===== config.mk =====
export PLATFORM = sky130hd
export DESIGN_NAME = vga_timing_gen_flat
export DESIGN_NICKNAME = d
export VERILOG_FILES = /design/src/rtl/vga_timing_gen_if.sv /design/src/rtl/vga_timing_gen.sv /design/src/flat_wrapper.sv
export SDC_FILE = /design/constraint.sdc
export NUM_CORES = 1
export LEC_CHECK = 0
export BUFFER_PORTS_ARGS = -buffer_cell sky130_fd_sc_hd__buf_2
export CAP_MARGIN = 20
export CORE_MARGIN = 3
export CORE_UTILIZATION = 35
export DETAILED_ROUTE_END_ITERATION = 12
export GPL_ROUTABILITY_DRIVEN = 0
export PLACE_DENSITY = 0.5
export SYNTH_ARGS = -nofsm -noshare
export SYNTH_HDL_FRONTEND = slang
export SYNTH_SLANG_ARGS = --single-unit

===== constraint.sdc =====
create_clock -name pixel_clk -period 5.5 [get_ports pixel_clk]
set_clock_uncertainty 0.2 [all_clocks]
set_input_delay 0.55 -clock pixel_clk [delete_from_list [all_inputs] [get_ports pixel_clk]]
set_output_delay 0.55 -clock pixel_clk [all_outputs]
set_load 0.005 [all_outputs]

===== src/rtl/vga_timing_gen_if.sv =====
// Video bus between a timing generator and the display path.
interface video_if;
  logic        CLK;
  logic        HS;
  logic        VS;
  logic        BLANK;
  logic [23:0] RGB;

  modport master (output CLK, HS, VS, BLANK, RGB);
  modport slave  (input  CLK, HS, VS, BLANK, RGB);
endinterface


===== src/rtl/vga_timing_gen.sv =====
// Parametrised VGA timing and test-pattern generator; all outputs registered
// one cycle behind the h/v counters, start/stop and pattern changes on frame boundaries.
module vga_timing_gen #(
  parameter int unsigned HDISP     = 800,
  parameter int unsigned VDISP     = 480,
  parameter int unsigned HFP       = 40,
  parameter int unsigned HPULSE    = 48,
  parameter int unsigned HBP       = 40,
  parameter int unsigned VFP       = 13,
  parameter int unsigned VPULSE    = 3,
  parameter int unsigned VBP       = 29,
  parameter bit          HS_POL    = 1'b0,
  parameter bit          VS_POL    = 1'b0,
  parameter int unsigned GRID_LOG2 = 4
) (
  input  logic                       pixel_clk,
  input  logic                       pixel_rst,
  input  logic                       run,
  input  logic [1:0]                 mode,
  input  logic [23:0]                solid_rgb,
  video_if.master                    video_ifm,
  output logic [$clog2(HDISP)-1:0]   x_pos,
  output logic [$clog2(VDISP)-1:0]   y_pos,
  output logic                       frame_start,
  output logic                       line_start
);

  localparam int unsigned HTOTAL = HFP + HPULSE + HBP + HDISP;
  localparam int unsigned VTOTAL = VFP + VPULSE + VBP + VDISP;
  localparam int unsigned HW     = $clog2(HTOTAL);
  localparam int unsigned VW     = $clog2(VTOTAL);
  localparam int unsigned XW     = $clog2(HDISP);
  localparam int unsigned YW     = $clog2(VDISP);
  localparam int unsigned BAR_W  = (HDISP / 8 == 0) ? 1 : HDISP / 8;

  localparam logic [HW-1:0] H_LAST  = HW'(HTOTAL - 1);
  localparam logic [HW-1:0] H_SYNC0 = HW'(HFP);
  localparam logic [HW-1:0] H_SYNC1 = HW'(HFP + HPULSE);
  localparam logic [HW-1:0] H_ACT0  = HW'(HFP + HPULSE + HBP);
  localparam logic [VW-1:0] V_LAST  = VW'(VTOTAL - 1);
  localparam logic [VW-1:0] V_SYNC0 = VW'(VFP);
  localparam logic [VW-1:0] V_SYNC1 = VW'(VFP + VPULSE);
  localparam logic [VW-1:0] V_ACT0  = VW'(VFP + VPULSE + VBP);
  localparam logic [XW-1:0] BAR_LAST = XW'(BAR_W - 1);

  typedef enum logic {S_IDLE, S_RUN} state_t;

  state_t        r_state;
  logic [HW-1:0] r_h;
  logic [VW-1:0] r_v;
  logic [1:0]    r_mode;
  logic [23:0]   r_solid;
  logic [2:0]    r_bar_idx;
  logic [XW-1:0] r_bar_pix;

  logic          r_hs;
  logic          r_vs;
  logic          r_blank;
  logic [23:0]   r_rgb;
  logic [XW-1:0] r_x;
  logic [YW-1:0] r_y;
  logic          r_fs;
  logic          r_ls;

  logic          w_h_last;
  logic          w_v_last;
  logic          w_hs_act;
  logic          w_vs_act;
  logic          w_act;
  logic [XW-1:0] w_hx;
  logic [YW-1:0] w_vy;
  logic [23:0]   w_bar_rgb;
  logic [23:0]   w_rgb;

  always_comb begin
    w_h_last = (r_h == H_LAST);
    w_v_last = (r_v == V_LAST);
    w_hs_act = (r_h >= H_SYNC0) && (r_h < H_SYNC1);
    w_vs_act = (r_v >= V_SYNC0) && (r_v < V_SYNC1);
    w_act    = (r_h >= H_ACT0) && (r_v >= V_ACT0);
    w_hx     = XW'(r_h - H_ACT0);
    w_vy     = YW'(r_v - V_ACT0);

    case (r_bar_idx)
      3'd0:    w_bar_rgb = 24'hFFFFFF;
      3'd1:    w_bar_rgb = 24'hFFFF00;
      3'd2:    w_bar_rgb = 24'h00FFFF;
      3'd3:    w_bar_rgb = 24'h00FF00;
      3'd4:    w_bar_rgb = 24'hFF00FF;
      3'd5:    w_bar_rgb = 24'hFF0000;
      3'd6:    w_bar_rgb = 24'h0000FF;
      default: w_bar_rgb = 24'h000000;
    endcase

    w_rgb = '0;
    case (r_mode)
      2'd0: if (w_hx[GRID_LOG2-1:0] == '0 || w_vy[GRID_LOG2-1:0] == '0) w_rgb = '1;
      2'd1: w_rgb = w_bar_rgb;
      2'd2: if (w_hx[GRID_LOG2] ^ w_vy[GRID_LOG2]) w_rgb = '1;
      default: w_rgb = r_solid;
    endcase
  end

  always_ff @(posedge pixel_clk or posedge pixel_rst) begin
    if (pixel_rst) begin
      r_state   <= S_IDLE;
      r_h       <= '0;
      r_v       <= '0;
      r_mode    <= '0;
      r_solid   <= '0;
      r_bar_idx <= '0;
      r_bar_pix <= '0;
      r_hs      <= ~HS_POL;
      r_vs      <= ~VS_POL;
      r_blank   <= 1'b0;
      r_rgb     <= '0;
      r_x       <= '0;
      r_y       <= '0;
      r_fs      <= 1'b0;
      r_ls      <= 1'b0;
    end else begin
      r_hs    <= ~HS_POL;
      r_vs    <= ~VS_POL;
      r_blank <= 1'b0;
      r_rgb   <= '0;
      r_x     <= '0;
      r_y     <= '0;
      r_fs    <= 1'b0;
      r_ls    <= 1'b0;
      case (r_state)
        S_IDLE: begin
          // Idling counts as a frame boundary, so the shadows track the inputs.
          r_mode  <= mode;
          r_solid <= solid_rgb;
          if (run) r_state <= S_RUN;
        end
        default: begin
          r_hs    <= w_hs_act ? HS_POL : ~HS_POL;
          r_vs    <= w_vs_act ? VS_POL : ~VS_POL;
          r_blank <= w_act;
          r_rgb   <= w_act ? w_rgb : '0;
          r_x     <= w_act ? w_hx : '0;
          r_y     <= w_act ? w_vy : '0;
          r_fs    <= (r_h == '0) && (r_v == '0);
          r_ls    <= (r_h == '0);

          // Bar index tracks the column with a run-length counter instead of a divider.
          if (r_h < H_ACT0 || w_h_last) begin
            r_bar_idx <= '0;
            r_bar_pix <= '0;
          end else if (r_bar_pix == BAR_LAST) begin
            r_bar_pix <= '0;
            if (r_bar_idx != 3'd7) r_bar_idx <= r_bar_idx + 3'd1;
          end else begin
            r_bar_pix <= r_bar_pix + 1'b1;
          end

          if (w_h_last) begin
            r_h <= '0;
            if (w_v_last) begin
              r_v     <= '0;
              r_mode  <= mode;
              r_solid <= solid_rgb;
              if (!run) r_state <= S_IDLE;
            end else begin
              r_v <= r_v + 1'b1;
            end
          end else begin
            r_h <= r_h + 1'b1;
          end
        end
      endcase
    end
  end

  assign video_ifm.CLK   = pixel_clk;
  assign video_ifm.HS    = r_hs;
  assign video_ifm.VS    = r_vs;
  assign video_ifm.BLANK = r_blank;
  assign video_ifm.RGB   = r_rgb;
  assign x_pos           = r_x;
  assign y_pos           = r_y;
  assign frame_start     = r_fs;
  assign line_start      = r_ls;

endmodule

===== src/flat_wrapper.sv =====
// flat-port wrapper written by rule: the top's interface ports become plain ports
module vga_timing_gen_flat 
#(
  parameter int unsigned HDISP     = 800,
  parameter int unsigned VDISP     = 480,
  parameter int unsigned HFP       = 40,
  parameter int unsigned HPULSE    = 48,
  parameter int unsigned HBP       = 40,
  parameter int unsigned VFP       = 13,
  parameter int unsigned VPULSE    = 3,
  parameter int unsigned VBP       = 29,
  parameter bit          HS_POL    = 1'b0,
  parameter bit          VS_POL    = 1'b0,
  parameter int unsigned GRID_LOG2 = 4
)
  (pixel_clk, pixel_rst, run, mode, solid_rgb, x_pos, y_pos, frame_start, line_start, video_ifm_CLK, video_ifm_HS, video_ifm_VS, video_ifm_BLANK, video_ifm_RGB);
  video_if video_ifm_i ();
  input  logic pixel_clk;
  input  logic pixel_rst;
  input  logic run;
  input  logic [1:0] mode;
  input  logic [23:0] solid_rgb;
  output logic [$clog2(HDISP)-1:0] x_pos;
  output logic [$clog2(VDISP)-1:0] y_pos;
  output logic frame_start;
  output logic line_start;
  output wire logic [$bits(video_ifm_i.CLK)-1:0] video_ifm_CLK;
  output wire logic [$bits(video_ifm_i.HS)-1:0] video_ifm_HS;
  output wire logic [$bits(video_ifm_i.VS)-1:0] video_ifm_VS;
  output wire logic [$bits(video_ifm_i.BLANK)-1:0] video_ifm_BLANK;
  output wire logic [$bits(video_ifm_i.RGB)-1:0] video_ifm_RGB;
  assign video_ifm_CLK = video_ifm_i.CLK;
  assign video_ifm_HS = video_ifm_i.HS;
  assign video_ifm_VS = video_ifm_i.VS;
  assign video_ifm_BLANK = video_ifm_i.BLANK;
  assign video_ifm_RGB = video_ifm_i.RGB;
  vga_timing_gen #(.HDISP(HDISP), .VDISP(VDISP), .HFP(HFP), .HPULSE(HPULSE), .HBP(HBP), .VFP(VFP), .VPULSE(VPULSE), .VBP(VBP), .HS_POL(HS_POL), .VS_POL(VS_POL), .GRID_LOG2(GRID_LOG2)) u_core (.pixel_clk(pixel_clk), .pixel_rst(pixel_rst), .run(run), .mode(mode), .solid_rgb(solid_rgb), .video_ifm(video_ifm_i), .x_pos(x_pos), .y_pos(y_pos), .frame_start(frame_start), .line_start(line_start));
endmodule

* After elaboration in Yosys (flattened, before gate mapping) *
Cells that the tools add are included.

operators by class
  equality and inequality tests = 14
  muxes and demuxes = 34
  reductions and logical operators = 17
  bitwise logic cells = 1
  $lt $le $gt $ge = 7
  $add $sub $neg = 6

operator list
  operator                                                                        count
  24-bit two-way mux                                                              7
  24-bit case mux with 7 select lines                                             1
  24-bit case mux with 3 select lines                                             1
  10-bit two-way mux                                                              6
  10-bit by 1-bit adder with 10-bit output (second input constant)                3
  10-bit == test (second input constant)                                          2
  10-bit by 6-bit >= comparator with 1-bit output (second input constant)         2
  10-bit zero test                                                                2
  9-bit two-way mux                                                               2
  1-bit two-way mux                                                               11
  10-bit by 7-bit == test with 1-bit output (second input constant)               1
  10-bit by 4-bit >= comparator with 1-bit output (second input constant)         1
  10-bit by 8-bit >= comparator with 1-bit output (second input constant)         1
  10-bit by 5-bit less-than comparator with 1-bit output (second input constant)  1
  10-bit by 7-bit less-than comparator with 1-bit output (second input constant)  1
  10-bit by 8-bit less-than comparator with 1-bit output (second input constant)  1
  10-bit by 8-bit subtractor with 10-bit output (second input constant)           1
  3-bit == test (second input constant)                                           3
  3-bit two-way mux                                                               3
  9-bit by 6-bit subtractor with 9-bit output (second input constant)             1
  4-bit zero test                                                                 2
  3-bit by 2-bit == test with 1-bit output (second input constant)                2
  2-bit two-way mux                                                               3
  1-bit logical AND                                                               4
  13 further kinds                                                                17

storage, ports and cells
  output and inout port bits = 49
  input bits = 29
  flip-flop bits (word level) = 108
  word-level logic and storage cells = 94

* Longest topological paths before layout *
  depth after elaboration = 7
  depth in mapped cells = 8
  depth with buffers taken out = 7

==> impl_metrics.ini <==
[global_route]
grt.total_usage = 0.138
grt-ovfl-total = 0
grt_pass1_wl_mm = 17.4
antenna_found_initial = 0
grt_max_degree = 70
grt_pass1_vias = 3436

[flow_run]
cap_violations = 0

[worst_setup_path]
critPathRequiredTime_ns = 4.75
start_kind = clock port
critPathKind = clock port to output port
cp_data_arrival_time_ns = 3.11
crit_fanout = 2
crit_path_end_kind = output port

[clock_network]
clk_latency_ns = 0.46
cts_setup_buffers = 0
ctsResizeCount = 0
cts_tree = done
postCtsHoldBufs = 0
clk_pin_slew_ns = 0.07

[finish]
drive_above_1_share = 0.301
synthToLayoutAreaGrowth_pct = 17.1
antenna_cells = 0
nNetsFinal = 541
fin_util = 0.428

[synthesis]
synth_seq_area_share = 0.547
yosysWarnings = 0
synth_ff_type = dfrtp_1
synthTopCellsByArea = dfrtp_1 54%, mux2_4 5.8%, nor2_1 4.6%
synthSimpleGateAreaFrac = 0.191
synthCells = 422
synth_top_family_by_area = simple AND/OR/NAND/NOR gates
mappedNetlistArea_sq_um = 4940
yosys.cell_count.top_type = dfrtp_1
synth_common_cells = 106 x dfrtp_1, 60 x nor2_1, 23 x nand2_1
synth_nets = 467
synth_area_leader_cell = dfrtp_1
synth-edff-count = 0
synthArstFlopShare = 1.00
synth_cell_types = 51
synth-xor-area-share = 0.0532
ys_ff_latch = 108
synth_mux_area_frac = 0.0757
avgSynthCellArea_sq_um = 11.7
yosys.area.top_type_share = 0.537
synth_adder_area_share = 0.0405
synth_compound_area_frac = 0.0534

[die]
initial_core_util = 0.366
rows = 42
die_area_sq_um = 15600
die_x_microns = 125
coreArea_sq_um = 13500
die_height_microns = 125
io_pins = 78

[timing]
rsz0062_at_grt = false
worst_hold_slack_ns = 0.0545
final_hold_viol_count = 0
fin_ws_ns = 1.64
report.final.slew_viol_count = 0
tightest_slew_ns = 0.986
setup_viol_count_final = 0
finalSetupTns_ns = 0
timing.slew.headroom = 0.339

[placed_design]
place_ws_ns = 1.90
port_buffers = 77
dp_hpwl_mm = 6.85

[pwr]
p_leak_nw = 2.98
ir_worst_vdd_mv = 0.192
power.density_nw_per_um2 = 271
p_total_mw = 1.57

[drt]
drtPass1Iterations = 4
drc = 0
wirelength_mm = 9.95
via_per_inst = 4.78
ant_nets = 0
vias = 3235
wl_per_cell_microns = 14.7
drt_iter0_drc = 168

[outcome]
status = complete, no violations

[min_path]
hold_path_class = input pin to async pin
worst paths after layout:
kind	from	to	slack, ns	cells after the start
worst min register to register	u_core.r_solid[16]	u_core.r_solid[16]	0.30	1
max in group asynchronous	pixel_rst	u_core.video_ifm.VS	4.02	3
worst max-delay path	pixel_clk	video_ifm_CLK	1.64	3
min in group pixel_clk	run	u_core.r_state	0.08	2
worst max register to register	u_core.r_state	u_core.r_v[0]	2.62	4
worst min-delay path	pixel_rst	u_core.video_ifm.RGB[2]	0.05	2
per-layer routing:
metal,wire length (microns),up-vias,global-route usage,share of wire
li1,-,1584,-,-
met1,4650,1578,0.183,0.47
met2,4630,57,0.211,0.47
met3,434,16,0.0330,0.044
met4,223,0,0.0689,0.022
met5,0,-,0,0
stage by stage:
stage	instances	cell area, sq um
floorplan	422	4940
global placement	658	5420
detailed placement	658	5420
CTS	677	5790
global route	677	5790
finish	677	5790
flip-flops by register name, summed over array words and instances (netlist names):
register and cells:
u_core.frame_start 1, u_core.x_pos 10, u_core.video_ifm.VS 1, u_core.y_pos 9, u_core.r_solid 24, u_core.r_state 1
u_core.r_h 10, u_core.r_bar_pix 10, u_core.r_bar_idx 3, u_core.line_start 1, u_core.video_ifm.HS 1, u_core.r_mode 2
u_core.video_ifm.BLANK 1, u_core.video_ifm.RGB 24, u_core.r_v 10
kinds of logic after synthesis:
| logic type | after synthesis |
|---|---|
| XOR/XNOR | 30 |
| AND/OR/NAND/NOR | 170 |
| flip-flops | 108 |
| multiplexers | 27 |
| AO/OA/AOI/OAI | 40 |
| buffers and inverters | 31 |
| adder cells (fa/ha/maj) | 16 |
layout by cell type (no fill, tap or decap), drive strengths merged, types with 4 or more instances in the layout:
master,count
xnor2,18
nor2,60
o21ai,18
or2,4
o2bb2ai,7
nand2,25
dfrtp,106
nor3,27
clkbuf,15
ha,16
nand3,12
inv,12
nand4,8
buf,79
and3,9
a21oi,7
xor2,12
mux2,26
nor4,5
power by group:
part           switching [mW]  total, mW  internal [mW]
Combinational          0.0183     0.0262        0.00795
Clock                   0.296      0.747          0.450
Sequential                  0      0.794          0.794
critical path, stage by stage:
cell       delay (ns)
clkbuf_16        0.12
clkbuf_16        0.13
buf_2            0.11
layout make-up:
cell class              count  area (sq um)
well taps                 176           220
fillers                  1313          7720
repair buffers             78           395
flip-flops and latches    108          2710
inverters                  12          47.5
clock inverters             4          50.0
clock buffers              16           317
multi-input cells         283          2050
(Power assumes the default switching activity.)
